File: config.mk
export PLATFORM = sky130hd
export DESIGN_NAME = osd_candidate_scheduler
export DESIGN_NICKNAME = d
export VERILOG_FILES = /design/src/rtl/osd_candidate_scheduler.sv
export SDC_FILE = /design/constraint.sdc
export NUM_CORES = 1
export LEC_CHECK = 0
export CORE_UTILIZATION = 50
export DETAILED_ROUTE_END_ITERATION = 10
export GPL_TIMING_DRIVEN = 1
export PLACE_DENSITY_LB_ADDON = 0.12
export SYNTH_ARGS = -nofsm -noshare
export SYNTH_HDL_FRONTEND = slang
export SYNTH_SLANG_ARGS = --single-unit
File: constraint.sdc
create_clock -name clk -period 4.7 [get_ports clk]
set_input_delay 0.47 -clock clk [delete_from_list [all_inputs] [get_ports clk]]
set_output_delay 0.47 -clock clk [all_outputs]
set_load 0.02 [all_outputs]
File: src/rtl/osd_candidate_scheduler.sv
// Order-1 OSD candidate scheduler: walks flip patterns over the MRB, scores each re-encoded codeword, keeps the lowest metric (build option OSD_ORDER2_EN adds double flips).
// Latency: done pulses 2 + sum(2 + ACC bits scored) cycles after start is sampled; ACC exits early once the running best is matched.
// Backpressure: none; start is only sampled in IDLE, and inputs are captured once in LOAD.
module osd_candidate_scheduler #(
  parameter int K = 4,
  parameter int N = 8,
  parameter int W = 6,
  localparam int MW = W + $clog2(N + 1)
) (
  input  logic              clk,
  input  logic              rst_n,
  input  logic              start,
  input  logic [N-1:0]      hard_in,
  input  logic [N*W-1:0]    rel_flat,
  output logic [K-1:0]      enc_cand,
  input  logic [N-1:0]      enc_cw,
  output logic              busy,
  output logic              done,
  output logic [K-1:0]      best_candidate,
  output logic [N-1:0]      best_codeword,
  output logic [MW-1:0]     best_metric
);

`ifdef OSD_ORDER2_EN
  localparam int NC = 1 + K + (K * (K - 1)) / 2;
  localparam int JW = (K > 2) ? $clog2(K) : 1;
`else
  localparam int NC = 1 + K;
`endif
  localparam int IW = $clog2(NC);
  localparam int BW = (N > 1) ? $clog2(N) : 1;

  localparam logic [2:0] S_IDLE = 3'd0;
  localparam logic [2:0] S_LOAD = 3'd1;
  localparam logic [2:0] S_ENC  = 3'd2;
  localparam logic [2:0] S_ACC  = 3'd3;
  localparam logic [2:0] S_UPD  = 3'd4;
  localparam logic [2:0] S_DONE = 3'd5;

  logic [2:0]     state;
  logic [N-1:0]   hard_q;
  logic [N*W-1:0] rel_q;
  logic [N-1:0]   cw_q;
  logic [IW-1:0]  idx;
  logic [BW-1:0]  bi;
  logic [MW-1:0]  acc;
  logic [MW-1:0]  run_metric;
  logic [K-1:0]   run_cand;
  logic [N-1:0]   run_cw;
  logic           accepted;
`ifdef OSD_ORDER2_EN
  logic [JW-1:0]  pj;
  logic [JW-1:0]  pm;
`endif

  logic [K-1:0]   mask;
  logic [K-1:0]   cand;
  logic [W-1:0]   rel_bit;
  logic [MW-1:0]  add;
  logic [MW-1:0]  acc_nxt;
  logic           last_cand;

  // Candidate 0 is the hard MRB; 1..K flip one bit; the pair registers cover the rest.
  always_comb begin
    mask = '0;
    if (idx == '0) begin
      mask = '0;
    end else if (idx <= IW'(K)) begin
      mask = K'(1) << (idx - IW'(1));
    end else begin
`ifdef OSD_ORDER2_EN
      mask = (K'(1) << pj) | (K'(1) << pm);
`else
      mask = '0;
`endif
    end
  end

  assign cand      = hard_q[K-1:0] ^ mask;
  assign last_cand = (idx == IW'(NC - 1));
  assign rel_bit   = rel_q[bi*W +: W];
  assign add       = (cw_q[bi] ^ hard_q[bi]) ? {{(MW-W){1'b0}}, rel_bit} : '0;
  assign acc_nxt   = acc + add;

  assign busy     = (state != S_IDLE);
  assign enc_cand = (state == S_ENC) ? cand : '0;

  always_ff @(posedge clk or negedge rst_n) begin
    if (!rst_n) begin
      state          <= S_IDLE;
      hard_q         <= '0;
      rel_q          <= '0;
      cw_q           <= '0;
      idx            <= '0;
      bi             <= '0;
      acc            <= '0;
      run_metric     <= '0;
      run_cand       <= '0;
      run_cw         <= '0;
      accepted       <= 1'b0;
      done           <= 1'b0;
      best_candidate <= '0;
      best_codeword  <= '0;
      best_metric    <= '0;
`ifdef OSD_ORDER2_EN
      pj             <= '0;
      pm             <= '0;
`endif
    end else begin
      done <= 1'b0;
      case (state)
        S_IDLE: begin
          if (start) state <= S_LOAD;
        end
        S_LOAD: begin
          hard_q     <= hard_in;
          rel_q      <= rel_flat;
          idx        <= '0;
          acc        <= '0;
          run_metric <= '1;
          state      <= S_ENC;
        end
        S_ENC: begin
          cw_q  <= enc_cw;
          acc   <= '0;
          bi    <= '0;
          state <= S_ACC;
        end
        S_ACC: begin
          acc <= acc_nxt;
          // A tie with the running best is a loss, so earlier candidates win ties.
          if (acc_nxt >= run_metric) begin
            accepted <= 1'b0;
            state    <= S_UPD;
          end else if (bi == BW'(N - 1)) begin
            accepted <= 1'b1;
            state    <= S_UPD;
          end else begin
            bi <= bi + BW'(1);
          end
        end
        S_UPD: begin
          if (accepted) begin
            run_cand   <= cand;
            run_cw     <= cw_q;
            run_metric <= acc;
          end
          if (last_cand) begin
            state <= S_DONE;
          end else begin
            idx   <= idx + IW'(1);
            state <= S_ENC;
`ifdef OSD_ORDER2_EN
            if (idx == IW'(K)) begin
              pj <= '0;
              pm <= JW'(1);
            end else if (idx > IW'(K)) begin
              if (pm == JW'(K - 1)) begin
                pj <= pj + JW'(1);
                pm <= pj + JW'(2);
              end else begin
                pm <= pm + JW'(1);
              end
            end
`endif
          end
        end
        S_DONE: begin
          best_candidate <= run_cand;
          best_codeword  <= run_cw;
          best_metric    <= run_metric;
          done           <= 1'b1;
          state          <= S_IDLE;
        end
        default: state <= S_IDLE;
      endcase
    end
  end

endmodule

==> results of run 1 <==
## layout by cell type (no fill, tap or decap), types with 2 or more instances in the layout
cell type / netlist / layout
mux4_2: 16 / 16
mux2i_1: 8 / 8
a21oi_1: 23 / 22
ha_1: 23 / 22
dfrtp_1: 129 / 128
nand2_1: 263 / 263
o31ai_1: 2 / 2
xnor2_1: 6 / 6
o21a_1: 3 / 3
or3_1: 2 / 2
bufinv_16: 0 / 3
buf_4: 1 / 10
nand2b_1: 3 / 3
nand3_1: 8 / 8
nor2b_1: 2 / 2
clkbuf_16: 0 / 17
xor2_1: 7 / 7
clkbuf_1: 16 / 3
or2_2: 4 / 4
nor2_1: 54 / 53
clkdlybuf4s50_1: 0 / 93
clkinv_2: 0 / 5
o21ai_0: 22 / 21
nor3_1: 2 / 2
clkinvlp_4: 0 / 3
inv_1: 18 / 18
a22o_1: 4 / 4
mux2_2: 8 / 8
## sequential cells by signal, indices dropped and copies added (netlist names)
signal	count
rel_q	48
acc	10
best_metric	10
run_metric	10
best_codeword	8
cw_q	8
hard_q	8
run_cw	8
best_candidate	4
run_cand	4
bi	3
idx	3
state	3
accepted	1
done	1
## cell families (layout without fill, tap and decap cells)
kind of cell / count (synthesis) / count (layout) / synth area share (%)
AOI/OAI and AO/OA: 66 / 66 / 6.59
xor gates and xnor gates: 13 / 13 / 1.84
adders and majority gates: 24 / 24 / 4.99
buffers and inverters: 51 / 154 / 3.43
DFF: 129 / 129 / 52.3
muxes: 32 / 32 / 8.59
and+or+nand+nor: 346 / 346 / 22.3
## cell type report
class,count,share of cell area (%)
clock inverter,11,1.75
clock buffer,21,5.74
inverter,18,0.861
timing repair buffer,104,13.0
sequential,129,41.2
tap,147,2.34
multi-input combinational,481,35.2
## worst max-delay path: cells and delay by family, from the launching register on
family / cells / cell delay [ns]
DFF: 1 / 0.46
and+or+nand+nor: 4 / 1.06
muxes: 1 / 0.53
buffers and inverters: 1 / 0.07
AOI/OAI and AO/OA: 7 / 1.32
xor gates and xnor gates: 2 / 0.38
adders and majority gates: 2 / 0.54
## metal layers
layer  GRT usage (%)  share of wire (%)
met1            30.4                 46
met2            36.4                 47
met3            4.82                4.8
met4            9.21                2.1
met5               0                  0
## what timing repair did
| item | CTS | global route |
|---|---|---|
| gates resized for setup | 0 | 9 |
| setup buffers | 0 | 1 |
| setup endpoints to repair | 0 | 6 |
## through the flow
stage,worst slack (ns),std cells,hold slack [ns]
floorplan,0.416,661,0.174
global placement,0.218,878,0.448
detailed placement,0.0520,878,0.450
CTS,0.0108,910,0.0403
global route,-0.0180,911,0.0626
finish,0.251,911,0.0216
## power breakdown
part / switching [mW] / internal (mW)
Sequential: 0.327 / 1.57
Clock: 0.468 / 0.842
Combinational: 1.40 / 1.16
Total: 2.19 / 3.57
## final timing paths
check                               start               end  slack, ns  depth (start not counted)
worst max-delay path                bi[0]             bi[0]       0.25                         17
worst min-delay path                rst_n    best_metric[5]       0.02                          1
worst max register to register      bi[0]             bi[0]       0.25                         17
worst min register to register  run_cw[7]  best_codeword[7]       0.46                          2
max in group asynchronous           rst_n         hard_q[4]       3.60                          2
min in group clk                run_cw[7]  best_codeword[7]       0.46                          2
==> results_dict.tcl, run 1 <==
set metrics [dict create \
    syn_to_final_growth_pct 27.1 \
    ys_warn_count 0 \
    vias_per_cell 5.23 \
    p_total_mw 5.76 \
    synth-seq-area-share_pct 52.3 \
    synth_top_cell_by_area "dfrtp_1" \
    initial_core_util_pct 51.4 \
    clkLatencyLatePin_ns 0.41 \
    syn_area_sq_mm 0.00617 \
    max_stage_delay_ns 0.53 \
    routedWlPerCell_um 14.9 \
    slew_headroom_pct 51.7 \
    maxCapViolations 0 \
    diodes 0 \
    synth_commonest_cells "nand2_1 (263), dfrtp_1 (129), nor2_1 (54)" \
    fillerInstances 994 \
    die_x_um 113 \
    synth_top_area_share_pct 52.3 \
    via_count 4765 \
    synth_edf_count 0 \
    antenna_found_initial 0 \
    status "finished clean" \
    worstSetupEndpointType "register" \
    layout_min_cycle_time_ns 4.45 \
    ys.flop_type "dfrtp_1" \
    syn_nets 752 \
    multiInputGateArea_sq_mm 0.00276 \
    clock-sinks 129 \
    grt_start_max_net_pins 59 \
    synthCells 661 \
    synthMostInstantiatedCell "nand2_1" \
    wirelength_um 13500 \
    clock_path_buffers 2 \
    start_kind "register" \
    final_max_slew_viol_count 0 \
    place_hpwl_um 9520 \
    grt_use_total_pct 22.7 \
    synth_area_leaders "dfrtp_1 (52%), nand2_1 (16%), mux4_2 (5.8%)" \
    powerDensity_mw_per_mm2 734 \
    cp_common_cell "ha_1" \
    worstPathCellList "mux4_2 > xor2_1 > o21ai_2 > or2_2 > inv_1 > ha_1 > a21oi_2 > o21ai_0 > o21a_1 > nor2_1 > xnor2_1 > ha_1 > a41oi_2 > o2bb2ai_2 > a211o_1 > or4b_1 > nand3_1" \
    synth.avg_cell_area_sq_um 9.34 \
    clk_pin_slew_ns 0.05 \
    skew_ns 0.00616 \
    ctsHoldBuffers 0 \
    io_pins 95 \
    final_area_sq_mm 0.00785 \
    worstMarginPinSlew_ns 0.725 \
    drtIter0Drc 286 \
    first_global_vias 4681 \
    hold_path.class "in2async" \
    synth_seq_cells 129 \
    period_share_pct 94.7 \
    crit_path_max_fanout 6 \
    numCtsBuffers 17 \
    fp.coreArea_sq_mm 0.0120 \
    overflow 0 \
    leakage_nw 3.83 \
    ctsRootBufferMaster "clkbuf_16" \
    fin_tns_setup_ns 0 \
    place_area_sq_mm 0.00722 \
    ant_nets 0 \
    hold_violations 0 \
    cts_tree "done" \
    die-area_sq_mm 0.0128 \
    ctsHtreeMaxLevel 4 \
    drive_gt1_share_pct 10.5 \
    slowest_stage "mux4_2" \
    cp.arrival_ns 4.79 \
    worstSetupPathType "reg2reg" \
    io_buffer_count 94 \
    async_flop_share_pct 100 \
    utilization_pct 65.3 \
    drc 0 \
    critPathRequiredTime_ns 5.04 \
    grt_first_pass_wirelength_um 22400 \
    dr.pass1.iters 5 \
    synth_cell_type_count 46 \
    rows 40 \
    final_nets 842 \
    dieHeight_um 113 \
    place_congestion 0.858 \
    setup_viol 0 \
    seqCellArea_sq_mm 0.00323 \
    fmaxAchievable_ghz 0.225 \
    ir_worst_vdd_v 0.000299 \
]
(Power assumes the default switching activity.)
==> run 2: changes to the inputs <==
- CAP_MARGIN: default -> 5
- GPL_TIMING_DRIVEN: 1 -> default
==> results of run 2 <==
Final layout, timing and power as in run 1 (identical DEF).
